`config.mk`:
```
export PLATFORM = sky130hd
export DESIGN_NAME = multiplier_hilo
export DESIGN_NICKNAME = d
export VERILOG_FILES = /design/src/rtl/multiplier_hilo.sv
export SDC_FILE = /design/constraint.sdc
export NUM_CORES = 1
export LEC_CHECK = 0
export BUFFER_PORTS_ARGS = -buffer_cell sky130_fd_sc_hd__buf_2
export CORE_UTILIZATION = 59
export CTS_CLUSTER_SIZE = 24
export DETAILED_ROUTE_END_ITERATION = 10
export MAX_ROUTING_LAYER = met4
export PLACE_DENSITY_LB_ADDON = 0.25
export SLEW_MARGIN = 30
export SYNTH_ARGS = -nofsm -noshare
export SYNTH_HDL_FRONTEND = slang
export SYNTH_SLANG_ARGS = --single-unit
```
`constraint.sdc`:
```
create_clock -name clk -period 3.7 [get_ports clk]
set_clock_uncertainty 0.2 [all_clocks]
set_input_delay 1.11 -clock clk [delete_from_list [all_inputs] [get_ports clk]]
set_output_delay 1.11 -clock clk [all_outputs]
set_load 0.1 [all_outputs]
```
`src/rtl/multiplier_hilo.sv`:
```
// Iterative 32x32 unsigned shift-add multiplier with Hi/Lo result registers.
// One MULTU start runs 32 iterations (one per clock), then writes Hi/Lo and
// pulses done for a single cycle. MFHI/MFLO read the registers combinationally.
//
// Handshake: start is a one-cycle request qualified by Signal==MULTU. It is
// accepted only in IDLE or DONE (the accepting edge is E0); while busy=1 the
// block is not ready and any start is dropped. done=1 for exactly one cycle
// marks that Hi/Lo now hold the new product.
module multiplier_hilo #(
    parameter logic [5:0] MULTU = 6'b011001,
    parameter logic [5:0] MFHI  = 6'b010000,
    parameter logic [5:0] MFLO  = 6'b010010
) (
    input  logic        clk,
    input  logic        reset,
    input  logic [31:0] dataA,
    input  logic [31:0] dataB,
    input  logic [5:0]  Signal,
    input  logic        start,
    output logic [31:0] dataOut,
    output logic        busy,
    output logic        done,
    output logic [1:0]  dbg_state_o
);

    typedef enum logic [1:0] {
        S_IDLE = 2'd0,
        S_RUN  = 2'd1,
        S_DONE = 2'd2
    } state_t;

    state_t      state_q, state_d;
    logic [31:0] mcand_q, mcand_d;
    logic [31:0] mplier_q, mplier_d;
    logic [63:0] prod_q, prod_d;
    logic [4:0]  cnt_q, cnt_d;
    logic [31:0] hi_q, hi_d;
    logic [31:0] lo_q, lo_d;

    logic        accept;
    logic [32:0] sum33;
    logic [63:0] prod_shift;

    // A start request counts only when it carries the MULTU function code.
    assign accept = start && (Signal == MULTU);

    // One iteration: conditionally add multiplicand into the upper half with the
    // carry kept, then shift {carry, product} right by one.
    assign sum33      = {1'b0, prod_q[63:32]} + {1'b0, (mplier_q[0] ? mcand_q : 32'd0)};
    assign prod_shift = {sum33, prod_q[31:1]};

    // State register and datapath registers; reset clears everything.
    always_ff @(posedge clk) begin
        if (reset) begin
            state_q  <= S_IDLE;
            mcand_q  <= 32'd0;
            mplier_q <= 32'd0;
            prod_q   <= 64'd0;
            cnt_q    <= 5'd0;
            hi_q     <= 32'd0;
            lo_q     <= 32'd0;
        end else begin
            state_q  <= state_d;
            mcand_q  <= mcand_d;
            mplier_q <= mplier_d;
            prod_q   <= prod_d;
            cnt_q    <= cnt_d;
            hi_q     <= hi_d;
            lo_q     <= lo_d;
        end
    end

    // Next-state and datapath updates; Hi/Lo only change on the last iteration.
    always_comb begin
        state_d  = state_q;
        mcand_d  = mcand_q;
        mplier_d = mplier_q;
        prod_d   = prod_q;
        cnt_d    = cnt_q;
        hi_d     = hi_q;
        lo_d     = lo_q;
        case (state_q)
            S_IDLE, S_DONE: begin
                if (accept) begin
                    mcand_d  = dataA;
                    mplier_d = dataB;
                    prod_d   = 64'd0;
                    cnt_d    = 5'd0;
                    state_d  = S_RUN;
                end else begin
                    state_d  = S_IDLE;
                end
            end
            S_RUN: begin
                prod_d   = prod_shift;
                mplier_d = mplier_q >> 1;
                cnt_d    = cnt_q + 5'd1;
                if (cnt_q == 5'd31) begin
                    hi_d    = prod_shift[63:32];
                    lo_d    = prod_shift[31:0];
                    state_d = S_DONE;
                end
            end
            default: state_d = S_IDLE;
        endcase
    end

    // Status flags, debug state and the Hi/Lo read mux.
    always_comb begin
        busy        = (state_q == S_RUN);
        done        = (state_q == S_DONE);
        dbg_state_o = state_q;
        if (Signal == MFHI)
            dataOut = hi_q;
        else if (Signal == MFLO)
            dataOut = lo_q;
        else
            dataOut = 32'd0;
    end

endmodule
```
==> flow_metrics.py <==
metrics = {
    "layout": {
        "final_nets": 1435,
        "num-fill-cells": 1332,
        "area_growth_pct": 19.6,
        "fin_cells": 1556,
        "multi_input_area_mm2": 0.00556,
        "n_antenna_cell": 0,
        "ff_latch_area_mm2": 0.00396,
        "design_area_mm2": 0.0116,
        "drive_above_1_share": 0.149,
        "final_util": 0.728,
    },
    "place": {
        "gp_congestion": 0.952,
        "place_area_mm2": 0.0111,
        "port_buffers": 108,
        "placed_cells": 1524,
        "dpl_worst_slack_ns": 0.0916,
        "dp_hpwl_um": 16600,
    },
    "timing": {
        "final-hold-violation-count": 0,
        "period_needed_ns": 3.60,
        "setup_tns_ns": 0,
        "hold_ws_ns": 0.246,
        "fmax_ghz": 0.278,
        "setup_viol": 0,
        "tightest_slew_ns": 0.872,
        "period_share": 0.973,
        "relSlewSlack": 0.418,
        "drv_slew": 0,
        "layout_setup_ws_ns": 0.101,
        "rsz0062_at_grt": "false",
    },
    "synth": {
        "ys_warn_count": 0,
        "async_reset_ff_frac": 0,
        "ys_ff_latch": 198,
        "synth.net_count": 1381,
        "ys_seq_area_frac": 0.407,
        "synth.largest_area_cell": "dfxtp_1",
        "netlist_area_mm2": 0.00973,
        "synthFlopType": "dfxtp_1",
        "synth_top_cell_area_share": 0.407,
        "netlist_top_cells_area": "dfxtp_1, nand2_1, a21oi_1, nor2_1, ha_1",
        "syn_inst": 1273,
        "ys_types": 58,
        "yosys-top-cells-count": "nand2_1, dfxtp_1, a21oi_1, nor2_1, clkbuf_1",
        "synth_most_common_cell": "nand2_1",
        "avgSynthCellArea_um2": 7.64,
        "synth-edff-count": 0,
    },
    "cts": {
        "clkTransAtPathRegs_ns": 0.07,
        "clk_latency_ns": 0.44,
        "root_buffer": "clkbuf_16",
        "htree_levels": 4,
        "cts_resized": 0,
        "cts_sinks": 198,
        "cts_tree": "done",
        "hold_buffers": 0,
        "cts_buffers": 17,
        "post_cts_buffers": 0,
        "clockBufferDepth": 2,
    },
    "worst_hold_path": {
        "hp-class": "reg -> reg",
        "hold_path_depth": 2,
    },
    "die": {
        "dieArea_mm2": 0.0170,
        "coreArea_mm2": 0.0160,
        "pin_count": 109,
        "die_x_um": 130,
        "rows": 46,
        "die-height_um": 130,
        "start_util": 0.608,
    },
    "route": {
        "detailedRoute.firstPassIterationCount": 6,
        "wire_per_inst_um": 15.5,
        "top_layer_used": "met4",
        "routed_via_density": 5.89,
        "drc_errors": 0,
        "wl_met3_um": 1550,
        "ant_nets": 0,
        "drt_iter0_markers": 841,
        "wirelength_um": 24100,
        "met1Wirelength_um": 11400,
        "vias": 9161,
        "met2_length_um": 10800,
    },
    "pwr": {
        "total_power_mw": 4.10,
        "p_per_area_mw_per_mm2": 352,
        "leakage_nw": 4.30,
        "peakVddDrop_uv": 342,
    },
    "worst_setup_path": {
        "critical_path_required_ns": 2.39,
        "crit_type": "in -> out",
        "critical_path.max_fanout": 12,
        "start_kind": "primary input",
        "path_cells": "buf_2, nor3b_1, nand2_2, buf_12, nor2_1, buf_12",
        "critPathCaptureType": "primary output",
        "worstRegToRegCells": 11,
        "slowest_delay_ns": 0.32,
        "crit_arrival_ns": 2.29,
        "cp_slowest_cell": "nor3b_1",
        "critical_path.most_common_cell": "buf_12",
    },
    "global_route": {
        "grt_pass1_vias": 8153,
        "antenna_found_initial": 0,
        "grt.total_usage": 0.300,
        "grt_pass1_wl_um": 39400,
        "gr-total-overflow": 0,
        "grt_max_degree": 112,
    },
    "outcome": {
        "status": "finished clean",
    },
    "run": {
        "drv_cap": 0,
    },
}
layout make-up:
class / instances / area share
Multi-Input combinational cell: 974 / 0.477
Sequential cell: 198 / 0.340
Timing Repair Buffer: 126 / 0.106
Clock buffer: 19 / 0.0380
Tap cell: 216 / 0.0232
Clock inverter: 13 / 0.0115
Inverter: 10 / 0.00322
metal layers:
layer / vias to the layer above / GRT usage
met3: 34 / 0.0570
li1: 4502 / -
met1: 4316 / 0.412
met5: - / -
met2: 309 / 0.450
met4: 0 / 0.0845
cell families (layout without fill, tap and decap cells):
| group | Yosys count | after routing | share of synthesized area |
|---|---|---|---|
| AO/OA/AOI/OAI | 309 | 309 | 0.195 |
| XOR/XNOR | 26 | 26 | 0.0234 |
| adder cells (fa/ha/maj) | 35 | 35 | 0.0458 |
| buffers and inverters | 101 | 168 | 0.0396 |
| flip-flops | 198 | 198 | 0.407 |
| multiplexers | 34 | 34 | 0.0351 |
| AND/OR/NAND/NOR | 570 | 570 | 0.254 |
power breakdown:
group / switching [mW] / leakage [nW] / internal, mW
Sequential: 0.00315 / 1.59 / 2.14
Clock: 0.865 / 0.267 / 0.967
Combinational: 0.0758 / 2.43 / 0.0507
layout by cell type (no fill, tap or decap), types with 10 or more instances in the layout:
cell type and instances:
o21ai_1 11, buf_12 38, nand2_1 302, nand3_1 59, ha_1 34, nor2_4 15
buf_4 14, xor2_1 17, o21ai_0 28, dfxtp_1 198, nor2_2 16, inv_1 10
buf_2 74, nor2_1 84, clkbuf_16 17, and2_1 34, a21oi_1 161, a311oi_1 33
mux2i_1 33
flip-flops by register name, indices dropped and copies added (netlist names):
name         cells
cnt_q            5
dbg_state_o      2
hi_q            32
lo_q            32
mcand_q         32
mplier_q        32
prod_q          63
worst paths after layout:
path | end | slack (ns) | start
worst max register to register | hi_q[25]$_SDFFE_PP0P_ | 0.31 | mplier_q[0]$_SDFFE_PP0P_
worst min-delay path | mcand_q[21]$_SDFFE_PP0P_ | 0.25 | mcand_q[21]$_SDFFE_PP0P_
worst min register to register | mcand_q[21]$_SDFFE_PP0P_ | 0.25 | mcand_q[21]$_SDFFE_PP0P_
worst max-delay path | dataOut[31] | 0.10 | Signal[2]
critical path, delay by kind of cell:
kind                   cells  cell delay [ns]
and+or+nand+nor            3             0.68
buffers and inverters      3             0.50
No activity file was read; power rests on OpenSTA's default activity.
